--- config.mk ---
export PLATFORM = sky130hd
export DESIGN_NAME = pet2001_vram_arb
export DESIGN_NICKNAME = d
export VERILOG_FILES = /design/src/rtl/pet2001_pkg.sv /design/src/rtl/pet2001_vram_arb.sv
export SDC_FILE = /design/constraint.sdc
export NUM_CORES = 1
export LEC_CHECK = 0
export CELL_PAD_IN_SITES_DETAIL_PLACEMENT = 2
export CELL_PAD_IN_SITES_GLOBAL_PLACEMENT = 2
export CORE_ASPECT_RATIO = 1.4
export CORE_MARGIN = 8
export CORE_UTILIZATION = 28
export DETAILED_ROUTE_END_ITERATION = 6
export PLACE_DENSITY = 0.84
export RECOVER_POWER = 25
export REMOVE_ABC_BUFFERS = 1
export SYNTH_ARGS = -nofsm -noshare
export SYNTH_HDL_FRONTEND = slang
export SYNTH_SLANG_ARGS = --single-unit
--- constraint.sdc ---
create_clock -name clk -period 4 [get_ports clk]
set_input_delay 0.8 -clock clk [delete_from_list [all_inputs] [get_ports clk]]
set_output_delay 0.8 -clock clk [all_outputs]
set_load 0.02 [all_outputs]
--- src/rtl/pet2001_pkg.sv ---
// Shared constants and FSM encoding for the PET 2001 video RAM arbiter.
package pet2001_pkg;

    localparam int RAM_AW       = 11;
    localparam int RAM_DW       = 8;
    localparam int MAX_WAIT_DEF = 7;
    localparam int WAIT_W       = 4;

    typedef enum logic [1:0] {
        IDLE = 2'd0,
        VID  = 2'd1,
        CPU  = 2'd2
    } arb_state_t;

endpackage

--- src/rtl/pet2001_vram_arb.sv ---
// Shares the single-port PET video RAM between video fetch and the CPU,
// video first, with a bounded-wait override for a starving CPU.
module pet2001_vram_arb
    import pet2001_pkg::*;
#(
    parameter int MAX_WAIT = MAX_WAIT_DEF
) (
    input  logic              clk,
    input  logic              reset_n,
    input  logic              ce_7mp,
    input  logic              vid_req,
    input  logic [RAM_AW-1:0] vid_addr,
    output logic [RAM_DW-1:0] vid_data,
    output logic              vid_valid,
    output logic              vid_miss,
    input  logic              cpu_req,
    input  logic              cpu_we,
    input  logic [RAM_AW-1:0] cpu_addr,
    input  logic [RAM_DW-1:0] cpu_wdata,
    output logic [RAM_DW-1:0] cpu_rdata,
    output logic              cpu_ack,
    output logic [RAM_AW-1:0] ram_addr,
    output logic              ram_we,
    output logic [RAM_DW-1:0] ram_wdata,
    input  logic [RAM_DW-1:0] ram_q
);

    localparam logic [WAIT_W-1:0] WAIT_MAX = WAIT_W'(MAX_WAIT);

    arb_state_t        state, state_nx;
    logic [WAIT_W-1:0] wait_cnt, wait_nx;
    logic              miss_pend, miss_pend_nx;
    logic              cpu_elig, vid_win, cpu_win;

    logic [RAM_DW-1:0] vid_data_nx, cpu_rdata_nx, ram_wdata_nx;
    logic [RAM_AW-1:0] ram_addr_nx;
    logic              vid_valid_nx, vid_miss_nx, cpu_ack_nx, ram_we_nx;

    always_ff @(posedge clk or negedge reset_n) begin
        if (!reset_n) begin
            state     <= IDLE;
            wait_cnt  <= '0;
            miss_pend <= 1'b0;
            vid_data  <= '0;
            vid_valid <= 1'b0;
            vid_miss  <= 1'b0;
            cpu_rdata <= '0;
            cpu_ack   <= 1'b0;
            ram_addr  <= '0;
            ram_we    <= 1'b0;
            ram_wdata <= '0;
        end else begin
            state     <= state_nx;
            wait_cnt  <= wait_nx;
            miss_pend <= miss_pend_nx;
            vid_data  <= vid_data_nx;
            vid_valid <= vid_valid_nx;
            vid_miss  <= vid_miss_nx;
            cpu_rdata <= cpu_rdata_nx;
            cpu_ack   <= cpu_ack_nx;
            ram_addr  <= ram_addr_nx;
            ram_we    <= ram_we_nx;
            ram_wdata <= ram_wdata_nx;
        end
    end

    // The just-acked CPU request is not eligible, so it cannot be re-granted.
    always_comb begin
        cpu_elig = cpu_req && (state != CPU);
        vid_win  = vid_req && (!cpu_elig || (wait_cnt < WAIT_MAX));
        cpu_win  = !vid_win && cpu_elig;
    end

    always_comb begin
        state_nx     = state;
        wait_nx      = wait_cnt;
        miss_pend_nx = miss_pend;
        vid_data_nx  = vid_data;
        vid_valid_nx = 1'b0;
        vid_miss_nx  = 1'b0;
        cpu_rdata_nx = cpu_rdata;
        cpu_ack_nx   = 1'b0;
        ram_addr_nx  = ram_addr;
        ram_we_nx    = ram_we;
        ram_wdata_nx = ram_wdata;

        if (ce_7mp) begin
            unique case (state)
                VID: begin
                    vid_data_nx  = ram_q;
                    vid_valid_nx = 1'b1;
                end
                CPU: begin
                    cpu_ack_nx  = 1'b1;
                    vid_miss_nx = miss_pend;
                    if (!ram_we)
                        cpu_rdata_nx = ram_q;
                end
                default: ;
            endcase

            miss_pend_nx = cpu_win && vid_req;

            if (cpu_win || !cpu_req)
                wait_nx = '0;
            else if (cpu_elig && (wait_cnt < WAIT_MAX))
                wait_nx = wait_cnt + WAIT_W'(1);

            unique case (1'b1)
                vid_win: begin
                    state_nx    = VID;
                    ram_addr_nx = vid_addr;
                    ram_we_nx   = 1'b0;
                end
                cpu_win: begin
                    state_nx     = CPU;
                    ram_addr_nx  = cpu_addr;
                    ram_we_nx    = cpu_we;
                    ram_wdata_nx = cpu_wdata;
                end
                default: begin
                    state_nx  = IDLE;
                    ram_we_nx = 1'b0;
                end
            endcase
        end
    end

endmodule

==> impl_results.md <==
- Status: complete, but fails checks
- Failing checks: capacitance limit, slew limit
- Post-CTS Repair Setup Buffers: 0
- Post-Syn Instances: 165
- Fill count: 718
- Hold/Removal Path Class: reg -> reg
- H-tree depth: 2
- Post-synthesis sequential area ratio: 58.6%
- Clock Tree Buf Depth: 2
- Delay-heaviest family, CP: buffers and inverters
- Dpl cells: 337
- Largest net degree at the start of global routing: 47
- Gr usage total: a little over an eighth
- Fin. max-slew vios: 47
- Reg2Reg Depth: 5
- Vias in the first global route: ~1,900
- Fin Setup TNS: 0 ns
- Post-synthesis async set-or-reset flop share: 100%
- Final Cycle Share: 67.1%
- Worst setup path startpoint: reset_n
- Setup slack, reg-to-reg: 1.90 ns
- Largest stage delay, worst path: roughly 1.7 ns
- Area Overhead vs Synth: 50.3%
- Final nets: between 200 and 300
- Syn Area/Cell: 11.9 sq um
- Worst setup endpoint: vid_data[6]$_DFFE_PN0P_
- WP buf/inv: 1
- Worst EP required: about 3.9 ns
- Port bufs: 82
- Tmin final: approximately 2.7 ns
- Post-route DRC: 0
- Critical Path Stages: 1
- Clock-pin slew on the worst setup and hold paths: 0.08 ns
- WL final: 6130 um
- Antenna diode count: 0
- Share of layout cells above drive strength 1: 9.20%
- Hold Fails Final Rpt: 0
- DIE AREA: 0.00999 sq mm
- Synth Flop Type: dfrtp_1
- Max-Slew Margin vs Limit: -66.7%
- Worst Skew: 0.00612 ns
- Fin cells: 345
- Die height: between 100 and 150 um
- Netlist cell types: 35
- I/O pin count: 83
- WP data arrival: 2.57 ns
- Critical path, cell by cell: clkbuf_1
- WL/cell: 17.8 um
- Power per cell area: around 460 mW/mm^2
- Vias/cell: 4.62
- CP endpoint kind: asynchronous set/reset pin
- Clock latency on the worst-skew pair: 0.30 ns
- TritonCTS clock tree: done
- Leakage: about 1.3 nW
- Num CTS Buffers: 5
- Crit Path Max Fanout: 46
- Hold buffers post-CTS: 0
- Post-synthesis cell area: 0.00197 sq mm
- Footprint of the multi-input gates: 763 sq um
- Yosys warnings: 0
- EDFF count, synth: 0
- CTS Root Cell: clkbuf_8
- CP Class: in -> async
- Max rail drop VDD: a little over 0.2 mV
- Congestion Overflow GR: 0
- #FFs+latches synth: between 40 and 50
- DP Worst Slack: 1.15 ns
- RSZ-0062 raised after global routing: false
- Overall Power: between 0.001 and 0.0015 W
- Initial Util: between 20% and 30%
- Final HPWL DP: 4900 um
- First-pass GRT wire length: 10,100 um
- Clock Sinks: 46
- Core Region: 0.00689 sq mm
- Initial antenna violation count: 0
- Worst setup margin: 1.31 ns
- Pre-antenna DRT Iters: 3
- Setup violations, final: 0
- Fmax: 372 MHz
- Via count: 1,595
- Initial DRC Count: 36
- Die width: 86.8 um
- Worst r2r dst: ram_addr[7]$_DFFE_PN0P_
- Reg-to-Reg Start: wait_cnt[0]$_DFFE_PN0P_
- CP startpoint kind: input pin
- PostCTS Resize Cnt: 0
- Cell Rows: 36
- Worst-margin pin slew: roughly 2.5 ns
- Gpl congestion: between 0.7 and 0.8
- Critical-path top delay cell: clkbuf_1
- Max-cap viol count: 1
- FF/Latch Area: 0.00115 sq mm
- Final ANT Viol Nets: 0
## stage by stage
step	area [sq um]	hold slack, ns	utilization, %
finish	2950	0.474	42.9
global route	2950	0.508	42.9
CTS	2960	0.484	42.9
detailed placement	2860	0.462	41.6
global placement	2860	0.457	41.6
floorplan	1930	0.447	-
## layer usage
metal | track usage (%) | routed length (um) | vias to the layer above
met4 | 5.07 | 115 | 0
met5 | 0 | 0 | -
met3 | 5.36 | 536 | 9
met1 | 13.3 | 2190 | 788
met2 | 23.0 | 3290 | 62
li1 | - | - | 736
## cells in the mapped netlist (all sizes together), types with 2 or more instances
cell,count,area share (%)
inv,3,0.57
o2bb2ai,3,1.3
mux2,16,9.2
nand2,27,5.2
nand3,4,1.3
o21ai,4,1.0
nor2,14,3.6
o211ai,2,1.0
dfrtp,46,59
a21oi,12,3.1
mux2i,11,5.6
nor2b,2,0.64
and3,2,0.64
nand2b,2,0.64
buf,5,1.8
## report_power, final
group / total [W] / switching, W / internal [W]
Combinational: 0.000463 / 0.000230 / 0.000233
Clock: 0.000296 / 0.000156 / 0.000140
Sequential: 0.000597 / 0.0000467 / 0.000551
Total: 0.00136 / 0.000433 / 0.000923
## cell families (layout without fill, tap and decap cells)
| kind of cell | after synthesis | after routing | share of synthesized area [%] |
|---|---|---|---|
| mux | 27 | 27 | 14.8 |
| buf+inv | 9 | 94 | 2.61 |
| compound gates | 26 | 26 | 9.23 |
| flops | 46 | 46 | 58.6 |
| simple gates | 56 | 56 | 14.2 |
| fa+ha+maj | 1 | 1 | 0.636 |
## worst min-delay path by stage
stage	to	cells past startpoint	startpoint	slack (ns)
floorplan	miss_pend$_DFFE_PN0P_	1	miss_pend$_DFFE_PN0P_	0.45
global placement	vid_data[1]$_DFFE_PN0P_	2	vid_data[1]$_DFFE_PN0P_	0.46
detailed placement	vid_data[3]$_DFFE_PN0P_	2	vid_data[3]$_DFFE_PN0P_	0.46
CTS	vid_data[3]$_DFFE_PN0P_	2	vid_data[3]$_DFFE_PN0P_	0.48
global route	vid_data[3]$_DFFE_PN0P_	2	vid_data[3]$_DFFE_PN0P_	0.51
finish	vid_data[3]$_DFFE_PN0P_	2	vid_data[3]$_DFFE_PN0P_	0.47
## placed cells by master (no fill, tap or decap), drive strengths merged
cell type,count
a21oi,12
a32oi,1
nor2,14
nand3b,1
o311ai,1
a22o,1
and3,2
o21ai,4
nor3b,1
clkdlybuf4s50,80
o211ai,2
nand2,27
mux2i,11
a21o,1
nand4,1
nor3,1
ha,1
nand2b,2
o31ai,1
inv,3
nand3,4
dfrtp,46
o2bb2ai,3
clkbuf,8
mux2,16
clkinv,2
dlygate4sd3,1
and2,1
nor2b,2
## state kept, by name (all words and copies together), names as in the netlist
signal	count
ram_addr	11
cpu_rdata	8
ram_wdata	8
vid_data	8
wait_cnt	4
state	2
cpu_ack	1
miss_pend	1
ram_we	1
vid_miss	1
vid_valid	1
## layout make-up
cell class	instances	share of cell area [%]
inverters	4	0.508
clock inverters	1	0.169
multi-input cells	110	25.8
flip-flops and latches	46	39.0
clock buffers	7	2.92
repair buffers	82	27.6
well taps	95	4.02
Power figures use the tool's default switching activity.
